$ cat src/rtl/acc_sat_pkg.sv
// Package: acc_sat_pkg
//   Shared types and helpers for the saturating block accumulator.
//   acc_state_t : block FSM states (ACC = collecting samples, HOLD = result offered)
//   sat_max/min : signed extremes of a two's complement word of a given width
package acc_sat_pkg;

    typedef enum logic {
        ACC  = 1'b0,
        HOLD = 1'b1
    } acc_state_t;

    // Largest positive value representable in 'width' bits: 2^(width-1)-1.
    function automatic int sat_max(input int width);
        return (1 <<< (width - 1)) - 1;
    endfunction

    // Most negative value representable in 'width' bits: -2^(width-1).
    function automatic int sat_min(input int width);
        return -(1 <<< (width - 1));
    endfunction

endpackage

$ cat src/rtl/acc_sat_if.sv
// Interface: acc_sat_if
//   Sample input and block-result output handshakes of acc_sat.
//   in_valid/in_ready/x                 : sample stream into the accumulator
//   out_valid/out_ready                 : block result handshake
//   acc/of_flag/uf_flag                 : block result and sticky clamp flags
//   master : producer/consumer side (drives samples, takes results)
//   slave  : accumulator side
interface acc_sat_if #(
    parameter int WIDTH = 4
);
    logic                    in_valid;
    logic                    in_ready;
    logic signed [WIDTH-1:0] x;
    logic                    out_valid;
    logic                    out_ready;
    logic signed [WIDTH-1:0] acc;
    logic                    of_flag;
    logic                    uf_flag;

    modport master (
        output in_valid, x, out_ready,
        input  in_ready, out_valid, acc, of_flag, uf_flag
    );

    modport slave (
        input  in_valid, x, out_ready,
        output in_ready, out_valid, acc, of_flag, uf_flag
    );
endinterface

$ cat src/rtl/acc_sat_add_s.sv
// Module: add_s
//   Signed WIDTH-bit adder with overflow/underflow detection.
//   x, y : signed operands
//   sum  : wrapped two's complement sum
//   of   : true sum exceeded the positive extreme (two non-negatives gave a negative)
//   uf   : true sum fell below the negative extreme (two negatives gave a non-negative)
//   of and uf are mutually exclusive by construction.
module add_s #(
    parameter int WIDTH = 4
) (
    input  logic signed [WIDTH-1:0] x,
    input  logic signed [WIDTH-1:0] y,
    output logic signed [WIDTH-1:0] sum,
    output logic                    of,
    output logic                    uf
);
    assign sum = x + y;
    assign of  = ~x[WIDTH-1] & ~y[WIDTH-1] &  sum[WIDTH-1];
    assign uf  =  x[WIDTH-1] &  y[WIDTH-1] & ~sum[WIDTH-1];
endmodule

$ cat src/rtl/acc_sat.sv
// Module: acc_sat
//   Signed saturating block accumulator. Sums N accepted samples, clamping
//   to the signed extremes on overflow/underflow, then offers the block
//   result on a valid/ready output together with sticky clamp flags.
//   clk  : single clock, rising edge
//   rst  : synchronous active-high reset
//   clr  : synchronous block abort; same effect as rst, beats any handshake
//   bus  : acc_sat_if slave (sample input, result output, flags)
module acc_sat
    import acc_sat_pkg::*;
#(
    parameter int WIDTH = 4,
    parameter int N     = 2
) (
    input  logic      clk,
    input  logic      rst,
    input  logic      clr,
    acc_sat_if.slave  bus
);
    localparam int             CNT_W    = (N > 1) ? $clog2(N) : 1;
    localparam logic [CNT_W-1:0] CNT_LAST = CNT_W'(N - 1);
    localparam logic signed [WIDTH-1:0] ACC_MAX = WIDTH'(sat_max(WIDTH));
    localparam logic signed [WIDTH-1:0] ACC_MIN = WIDTH'(sat_min(WIDTH));

    if (N < 1) begin : g_bad_n
        $error("acc_sat: N must be >= 1");
    end

    acc_state_t              state_q, state_d;
    logic signed [WIDTH-1:0] acc_q, acc_d;
    logic [CNT_W-1:0]        cnt_q, cnt_d;
    logic                    of_flag_q, of_flag_d;
    logic                    uf_flag_q, uf_flag_d;

    logic signed [WIDTH-1:0] add_sum;
    logic                    add_of;
    logic                    add_uf;
    logic signed [WIDTH-1:0] acc_sat_val;

    add_s #(.WIDTH(WIDTH)) u_add (
        .x   (acc_q),
        .y   (bus.x),
        .sum (add_sum),
        .of  (add_of),
        .uf  (add_uf)
    );

    // NOTE: every combinational output gets a default before any branch so no latch is inferred.
    always_comb begin
        acc_sat_val = add_sum;
        if (add_of) begin
            acc_sat_val = ACC_MAX;
        end else if (add_uf) begin
            acc_sat_val = ACC_MIN;
        end
    end

    always_comb begin
        state_d       = state_q;
        acc_d         = acc_q;
        cnt_d         = cnt_q;
        of_flag_d     = of_flag_q;
        uf_flag_d     = uf_flag_q;
        bus.in_ready  = 1'b0;
        bus.out_valid = 1'b0;

        case (state_q)
            ACC: begin
                bus.in_ready = 1'b1;
                if (bus.in_valid) begin
                    acc_d     = acc_sat_val;
                    of_flag_d = of_flag_q | add_of;
                    uf_flag_d = uf_flag_q | add_uf;
                    if (cnt_q == CNT_LAST) begin
                        cnt_d   = '0;
                        state_d = HOLD;
                    end else begin
                        cnt_d = cnt_q + 1'b1;
                    end
                end
            end
            HOLD: begin
                bus.out_valid = 1'b1;
                if (bus.out_ready) begin
                    acc_d     = '0;
                    of_flag_d = 1'b0;
                    uf_flag_d = 1'b0;
                    state_d   = ACC;
                end
            end
            default: state_d = ACC;
        endcase
    end

    // NOTE: sequential state uses non-blocking assignments so all registers update together.
    always_ff @(posedge clk) begin
        if (rst || clr) begin
            state_q   <= ACC;
            acc_q     <= '0;
            cnt_q     <= '0;
            of_flag_q <= 1'b0;
            uf_flag_q <= 1'b0;
        end else begin
            state_q   <= state_d;
            acc_q     <= acc_d;
            cnt_q     <= cnt_d;
            of_flag_q <= of_flag_d;
            uf_flag_q <= uf_flag_d;
        end
    end

    assign bus.acc     = acc_q;
    assign bus.of_flag = of_flag_q;
    assign bus.uf_flag = uf_flag_q;
endmodule

$ cat src/flat_wrapper.sv
// flat-port wrapper written by rule: the top's interface ports become plain ports
module acc_sat_flat import acc_sat_pkg::*;
#(
    parameter int WIDTH = 4,
    parameter int N     = 2
)
  (clk, rst, clr, bus_in_valid, bus_x, bus_out_ready, bus_in_ready, bus_out_valid, bus_acc, bus_of_flag, bus_uf_flag);
  acc_sat_if #(.WIDTH(WIDTH)) bus_i ();
  input  logic clk;
  input  logic rst;
  input  logic clr;
  input wire logic [$bits(bus_i.in_valid)-1:0] bus_in_valid;
  input wire logic [$bits(bus_i.x)-1:0] bus_x;
  input wire logic [$bits(bus_i.out_ready)-1:0] bus_out_ready;
  output wire logic [$bits(bus_i.in_ready)-1:0] bus_in_ready;
  output wire logic [$bits(bus_i.out_valid)-1:0] bus_out_valid;
  output wire logic [$bits(bus_i.acc)-1:0] bus_acc;
  output wire logic [$bits(bus_i.of_flag)-1:0] bus_of_flag;
  output wire logic [$bits(bus_i.uf_flag)-1:0] bus_uf_flag;
  assign bus_i.in_valid = bus_in_valid;
  assign bus_i.x = bus_x;
  assign bus_i.out_ready = bus_out_ready;
  assign bus_in_ready = bus_i.in_ready;
  assign bus_out_valid = bus_i.out_valid;
  assign bus_acc = bus_i.acc;
  assign bus_of_flag = bus_i.of_flag;
  assign bus_uf_flag = bus_i.uf_flag;
  acc_sat #(.WIDTH(WIDTH), .N(N)) u_core (.clk(clk), .rst(rst), .clr(clr), .bus(bus_i));
endmodule
$ cat config.mk
export PLATFORM = sky130hd
export DESIGN_NAME = acc_sat_flat
export DESIGN_NICKNAME = d
export VERILOG_FILES = /design/src/rtl/acc_sat_pkg.sv /design/src/rtl/acc_sat_if.sv /design/src/rtl/acc_sat_add_s.sv /design/src/rtl/acc_sat.sv /design/src/flat_wrapper.sv
export SDC_FILE = /design/constraint.sdc
export NUM_CORES = 1
export LEC_CHECK = 0
export BUFFER_PORTS_ARGS = -buffer_cell sky130_fd_sc_hd__buf_4
export CORE_AREA = 2 2 39 41
export CTS_CLUSTER_SIZE = 8
export DETAILED_ROUTE_END_ITERATION = 16
export DIE_AREA = 0 0 41 43
export PLACE_DENSITY = 0.67
export SLEW_MARGIN = 20
export SYNTH_ARGS = -nofsm -noshare
export SYNTH_HDL_FRONTEND = slang
export SYNTH_SLANG_ARGS = --single-unit
$ cat constraint.sdc
create_clock -name clk -period 2.6 [get_ports clk]
set_clock_uncertainty 0.1 [all_clocks]
set_input_delay 0.39 -clock clk [delete_from_list [all_inputs] [get_ports clk]]
set_output_delay 0.39 -clock clk [all_outputs]
set_load 0.02 [all_outputs]
==> impl_metrics.env, run 1 <==
export IMPL_synthFlopType="dfxtp_1"
export IMPL_clk_path_buf_depth=2
export IMPL_htree_levels=1
export IMPL_n_antenna_cell=0
export IMPL_ys_warn_count=0
export IMPL_start_util_pct=40.4
export IMPL_ios=17
export IMPL_critical_path_max_stage_delay_ns=0.42
export IMPL_drt_iter0_drc=7
export IMPL_tightest_slew_ns=0.374
export IMPL_swShare_pct=27.6
export IMPL_holdPathStages=3
export IMPL_critPathLaunchType="flip-flop"
export IMPL_p_clk_share_pct=31.9
export IMPL_clockRootBuffer="clkbuf_4"
export IMPL_setup_violations=0
export IMPL_powerDensity_mw_per_mm2=412
export IMPL_critPathMaxFanout=4
export IMPL_hold_viol=0
export IMPL_ant_nets=0
export IMPL_place_gp_congestion=0.749
export IMPL_synth_seq_cells=8
export IMPL_grt_max_degree=8
export IMPL_ctsResizeCount=0
export IMPL_end_kind="flip-flop"
export IMPL_max_freq_mhz=505
export IMPL_synth_yosys_seq_area_share_pct=28.6
export IMPL_syn_inst=63
export IMPL_critical_path_required_ns=2.64
export IMPL_combinationalPowerShare_pct=23.7
export IMPL_tns_ns=0
export IMPL_power_switching_uw=81.7
export IMPL_internal_power_uw=214
export IMPL_insertion_delay_ns=0.25
export IMPL_grt_usage_pct=16.2
export IMPL_die_y_um=43
export IMPL_seqPwrFrac_pct=44.4
export IMPL_synth_area_per_cell_sq_um=8.88
export IMPL_routedWlPerCell_um=11.6
export IMPL_cts_hold_buf=0
export IMPL_cts_buffers=3
export IMPL_drc=0
export IMPL_crit_chain="ha_1 -> a21o_1 -> a21oi_1 -> mux2_2 -> o31a_1"
export IMPL_area_delta_synth_final_pct=28.4
export IMPL_hold_class="primary input to flip-flop"
export IMPL_max_slew_margin_rel_pct=74.4
export IMPL_core_sq_mm=0.00138
export IMPL_dpl_hpwl_um=923
export IMPL_drv_cap=0
export IMPL_stdcell_area_sq_um=718
export IMPL_status="finished, final reports clean"
export IMPL_clk_pin_slew_ns=0.06
export IMPL_async_flop_share_pct=0
export IMPL_rsz0062_at_grt="false"
export IMPL_drt_pass1_iter_count=4
export IMPL_period_share_pct=76.1
export IMPL_ff2ff_path_depth=5
export IMPL_via_count=504
export IMPL_grt_pass1_vias=513
export IMPL_synth_edf_count=0
export IMPL_cellLeakagePower_uw=0.000318
export IMPL_antenna_found_initial=0
export IMPL_syn_area_sq_um=559
export IMPL_vias_per_cell=5.20
export IMPL_cts_tree="built"
export IMPL_grt_pass1_wl_um=1940
export IMPL_row_count=14
export IMPL_synthDistinctLibCells=31
export IMPL_critPathKind="flip-flop to flip-flop"
export IMPL_placed_area_sq_um=696
export IMPL_fin_nets=98
export IMPL_wl_um=1120
export IMPL_post_cts_buffers=0
export IMPL_drv_slew=0
export IMPL_die_x_um=41
export IMPL_synth_nets=78
export IMPL_numPortBuffers=16
export IMPL_cts_sinks=8
export IMPL_final_layout_size_suffix_gt1_share_pct=33.3
export IMPL_grt_overflow=0
export IMPL_dieArea_sq_mm=0.00176
export IMPL_crit_path_top_delay_cell="dfxtp_1"
export IMPL_finalWorstPathRequiredPeriod_ns=1.98
export IMPL_cp_data_arrival_time_ns=2.02
export IMPL_vdd_drop_max_uv=221
[cells in the mapped netlist, types with 3 or more instances]
cell | number | area [sq um]
dfxtp_1 | 8 | 160
a21oi_1 | 5 | 25.0
ha_1 | 5 | 62.6
nand2_1 | 5 | 18.8
nor2_1 | 5 | 18.8
inv_1 | 3 | 11.3
[registers in the layout, summed over array words and instances (netlist names)]
| signal | cells |
|---|---|
| u_core.cnt_q | 1 |
| u_core.bus.of_flag | 1 |
| u_core.bus.uf_flag | 1 |
| u_core.bus.acc | 4 |
| u_core.state_q | 1 |
[cell type report]
type / count / area (sq um)
Timing Repair Buffer: 16 / 120
Clock buffer: 3 / 22.5
Fill cell: 141 / 666
Multi-Input combinational cell: 51 / 384
Sequential cell: 8 / 160
Inverter: 3 / 11.3
Tap cell: 16 / 20.0
[logic make-up after synthesis]
kind of cell | after synthesis | synth area share (%)
flip-flops | 8 | 28.6
multiplexers | 1 | 2.01
AND/OR/NAND/NOR | 25 | 25.1
XOR/XNOR | 2 | 3.13
adder cells (fa/ha/maj) | 6 | 14.8
buffers and inverters | 4 | 2.68
AO/OA/AOI/OAI | 17 | 23.7
[final timing paths]
| path | startpoint | end | slack [ns] |
|---|---|---|---|
| max reg2reg | u_core.bus.acc[1] | u_core.bus.acc[2] | 0.62 |
| min reg2reg | u_core.bus.uf_flag | u_core.bus.uf_flag | 0.36 |
| max | u_core.bus.acc[1] | u_core.bus.acc[2] | 0.62 |
| min | rst | u_core.bus.acc[2] | 0.34 |
[placed cells by master (no fill, tap or decap), types with 2 or more instances in the layout]
cell      count
buf_4        16
dfxtp_1       8
a21oi_1       5
nand2_1       5
nor2_1        5
ha_1          5
inv_1         3
clkbuf_4      3
nand2b_1      2
nor3_1        2
nor2b_1       2
nand3_1       2
o41ai_2       2
xnor2_1       2
a31oi_1       2
[stage by stage]
stage | std cells | utilization [%] | hold slack, ns | setup slack [ns] | total power (uW)
after floorplan | 63 | - | 0.377 | 0.592 | 180
after global placement | 94 | 50.3 | 0.352 | 0.546 | 203
after detailed placement | 94 | 50.3 | 0.358 | 0.496 | 204
after CTS | 97 | 51.9 | 0.338 | 0.607 | 300
after global routing | 97 | 51.9 | 0.346 | 0.516 | 318
final | 97 | 51.9 | 0.337 | 0.620 | 296
[worst max-delay path, delay by kind of cell (launching register included)]
family          cells  cell delay (ns)
compound gates      3             0.70
fa+ha+maj           1             0.29
flops               1             0.42
mux                 1             0.37
[per-layer routing]
metal / vias up / share of wire, % / GRT usage, %
met1: 227 / 49 / 19.1
met2: 8 / 48 / 26.3
met3: 2 / 2.8 / 3.14
met4: 0 / 0.89 / 8.00
li1: 267 / - / -
met5: - / 0 / 0
[power by group through the flow]
stage | clock network, uW | registers [uW] | logic [uW]
6_report | 94.5 | 131 | 70.2
5_1_grt | 107 | 132 | 78.3
4_1_cts | 97.8 | 131 | 70.5
3_5_place_dp | 0 | 134 | 70.2
3_3_place_gp | 0 | 134 | 69.5
2_1_floorplan | 0 | 138 | 42.2
(Power assumes the default switching activity.)
==> run 2, diff against run 1 <==
- ABC_AREA: not set -> 1
- clock period: 2.6 -> 1.8 ns (I/O delays scaled with it)
==> impl_metrics.env, run 2 <==
export IMPL_synth_top_family_by_area="simple AND/OR/NAND/NOR gates"
export IMPL_row_count=14
export IMPL_critPathLaunchType="flip-flop"
export IMPL_ctsResizeCount=0
export IMPL_final_cells=108
export IMPL_htree_levels=1
export IMPL_synthMuxAreaShare_pct=0
export IMPL_utilization_pct=49.5
export IMPL_critical_path_max_stage_delay_ns=0.36
export IMPL_clk_path_buf_depth=2
export IMPL_finalWorstPathRequiredPeriod_ns=1.55
export IMPL_crit_family="simple AND/OR/NAND/NOR gates"
export IMPL_post_cts_buffers=0
export IMPL_n_antenna_cell=0
export IMPL_synth_top_area_cell="dfxtp_1"
export IMPL_grt_pass1_vias=447
export IMPL_placed_cells=105
export IMPL_synth_commonest_cells="nand2_1 (19), nor2_1 (11), dfxtp_1 (8)"
export IMPL_synth_edf_count=0
export IMPL_crit_path_top_delay_cell="ha_1"
export IMPL_wl_um=1010
export IMPL_largest_reg_flops=4
export IMPL_synth_area_leaders="dfxtp_1 (31%), nand2_1 (14%), ha_1 (12%), nor2_1 (7.9%), nand3_2 (5.8%)"
export IMPL_synth_yosys_seq_area_share_pct=30.7
export IMPL_synthFlopType="dfxtp_1"
export IMPL_drc=0
export IMPL_clockRootBuffer="clkbuf_4"
export IMPL_grt_usage_pct=14.3
export IMPL_die_x_um=41
export IMPL_tightest_slew_ns=0.253
export IMPL_grt_max_degree=7
export IMPL_crit_chain="ha_1 -> a21oi_1 -> nand3_1 -> nand3_1 -> nand2_1 -> nand2_1 -> a21oi_1"
export IMPL_critPathKind="flip-flop to flip-flop"
export IMPL_hold_class="primary input to flip-flop"
export IMPL_synthMostInstantiatedCell="nand2_1"
export IMPL_fin_nets=109
export IMPL_ios=17
export IMPL_syn_inst=73
export IMPL_numPortBuffers=16
export IMPL_status="finished, final reports clean"
export IMPL_cts_buffers=3
export IMPL_area_delta_synth_final_pct=31.2
export IMPL_async_flop_share_pct=0
export IMPL_critPathMaxFanout=4
export IMPL_grt_overflow=0
export IMPL_final_common_cell="nand2_1"
export IMPL_dpl_hpwl_um=839
export IMPL_tns_ns=0
export IMPL_drt_iter0_drc=14
export IMPL_final_setup_worst_slack_ns=0.245
export IMPL_synth_fa_ha_area_share_pct=15.8
export IMPL_vias_per_cell=4.75
export IMPL_insertion_delay_ns=0.26
export IMPL_drv_cap=0
export IMPL_die_y_um=43
export IMPL_synth_xor_area_share_pct=1.68
export IMPL_synthDistinctLibCells=18
export IMPL_grt_pass1_wl_um=1710
export IMPL_dieArea_sq_mm=0.00176
export IMPL_synth_top_area_share_pct=30.7
export IMPL_preCtsSetupSlack_ns=0.230
export IMPL_hold_slack_ns=0.205
export IMPL_antenna_found_initial=0
export IMPL_cts_hold_buf=0
export IMPL_period_share_pct=86.4
export IMPL_rsz0062_at_grt="false"
export IMPL_via_count=513
export IMPL_ys_warn_count=0
export IMPL_synth_nets=88
export IMPL_final_layout_size_suffix_gt1_share_pct=29.3
export IMPL_vdd_drop_max_uv=342
export IMPL_synth_area_per_cell_sq_um=7.15
export IMPL_syn_area_sq_um=522
export IMPL_routedWlPerCell_um=9.37
export IMPL_ant_nets=0
export IMPL_path_buf_inv=0
export IMPL_cts_tree="built"
export IMPL_powerDensity_mw_per_mm2=620
export IMPL_cp_data_arrival_time_ns=1.59
export IMPL_setup_violations=0
export IMPL_start_util_pct=37.7
export IMPL_clk_pin_slew_ns=0.05
export IMPL_synth_simple_area_share_pct=36.7
export IMPL_critical_path_required_ns=1.84
export IMPL_synth_seq_cells=8
export IMPL_end_kind="flip-flop"
export IMPL_cts_sinks=8
export IMPL_place_gp_congestion=0.692
export IMPL_synth_compound_area_share_pct=7.43
export IMPL_core_sq_mm=0.00138
export IMPL_drv_slew=0
export IMPL_drt_pass1_iter_count=4
export IMPL_max_freq_mhz=643
export IMPL_max_slew_margin_rel_pct=83.1
export IMPL_layout_common_cells="nand2_1 (19), buf_4 (16), nor2_1 (11), dfxtp_1 (8), inv_1 (7)"
export IMPL_cellLeakagePower_uw=0.000346
export IMPL_hold_viol=0
run 2: cell types whose count changed in the layout (fill, tap and decap cells not counted), moves of 2 or more:
cell,previous run,this run
nand2_1,5,19
nor2_1,5,11
inv_1,3,7
nand3_1,2,5
a31oi_1,2,0
nand2b_1,2,0
nand3_2,1,3
nor2b_1,2,0
nor3_1,2,0
o41ai_2,2,0
run 2: metrics by stage:
stage	instance area, sq um	power [uW]
after floorplan	522	255
after global placement	662	289
after detailed placement	662	290
after CTS	684	430
after global routing	684	452
final	684	424
run 2: cell type report:
type | count | area [sq um]
repair buffers | 16 | 120
clock buffers | 3 | 22.5
fillers | 141 | 699
inverters | 10 | 40.0
well taps | 16 | 20.0
flip-flops and latches | 8 | 160
multi-input cells | 55 | 322
run 2: kinds of logic (layout without fill, tap and decap cells):
kind of cell,after synthesis,count (layout)
AOI/OAI and AO/OA,7,7
xor gates and xnor gates,1,1
adders and majority gates,6,6
buffers and inverters,10,29
DFF,8,8
and+or+nand+nor,41,41
run 2: worst paths after layout:
check / slack, ns / end / cells after the start / startpoint
min: 0.20 / u_core.bus.uf_flag / 4 / rst
min reg2reg: 0.35 / u_core.cnt_q / 1 / u_core.cnt_q
max: 0.25 / u_core.bus.acc[0] / 7 / u_core.bus.acc[2]
max reg2reg: 0.25 / u_core.bus.acc[0] / 7 / u_core.bus.acc[2]
run 2: report_power, final:
part | total (uW) | leakage (uW) | switching, uW | internal (uW)
clock | 138 | 0.0000138 | 61.4 | 76.3
combinational | 97.3 | 0.000267 | 53.2 | 44.1
sequential | 189 | 0.0000651 | 5.61 | 184
total | 424 | 0.000346 | 120 | 304
run 2: tightest hold or removal path: stages:
cell and delay, ns:
buf_4 0.07, nor2_1 0.06, nand2_1 0.07, nand2_1 0.04
run 2: per-layer routing:
metal | global-route usage [%] | part of all wire (%) | vias to the layer above
met3 | 3.14 | 5.8 | 4
met1 | 17.2 | 46 | 221
met4 | 10.0 | 2.4 | 0
met2 | 21.3 | 46 | 16
li1 | - | - | 272
met5 | 0 | 0 | -
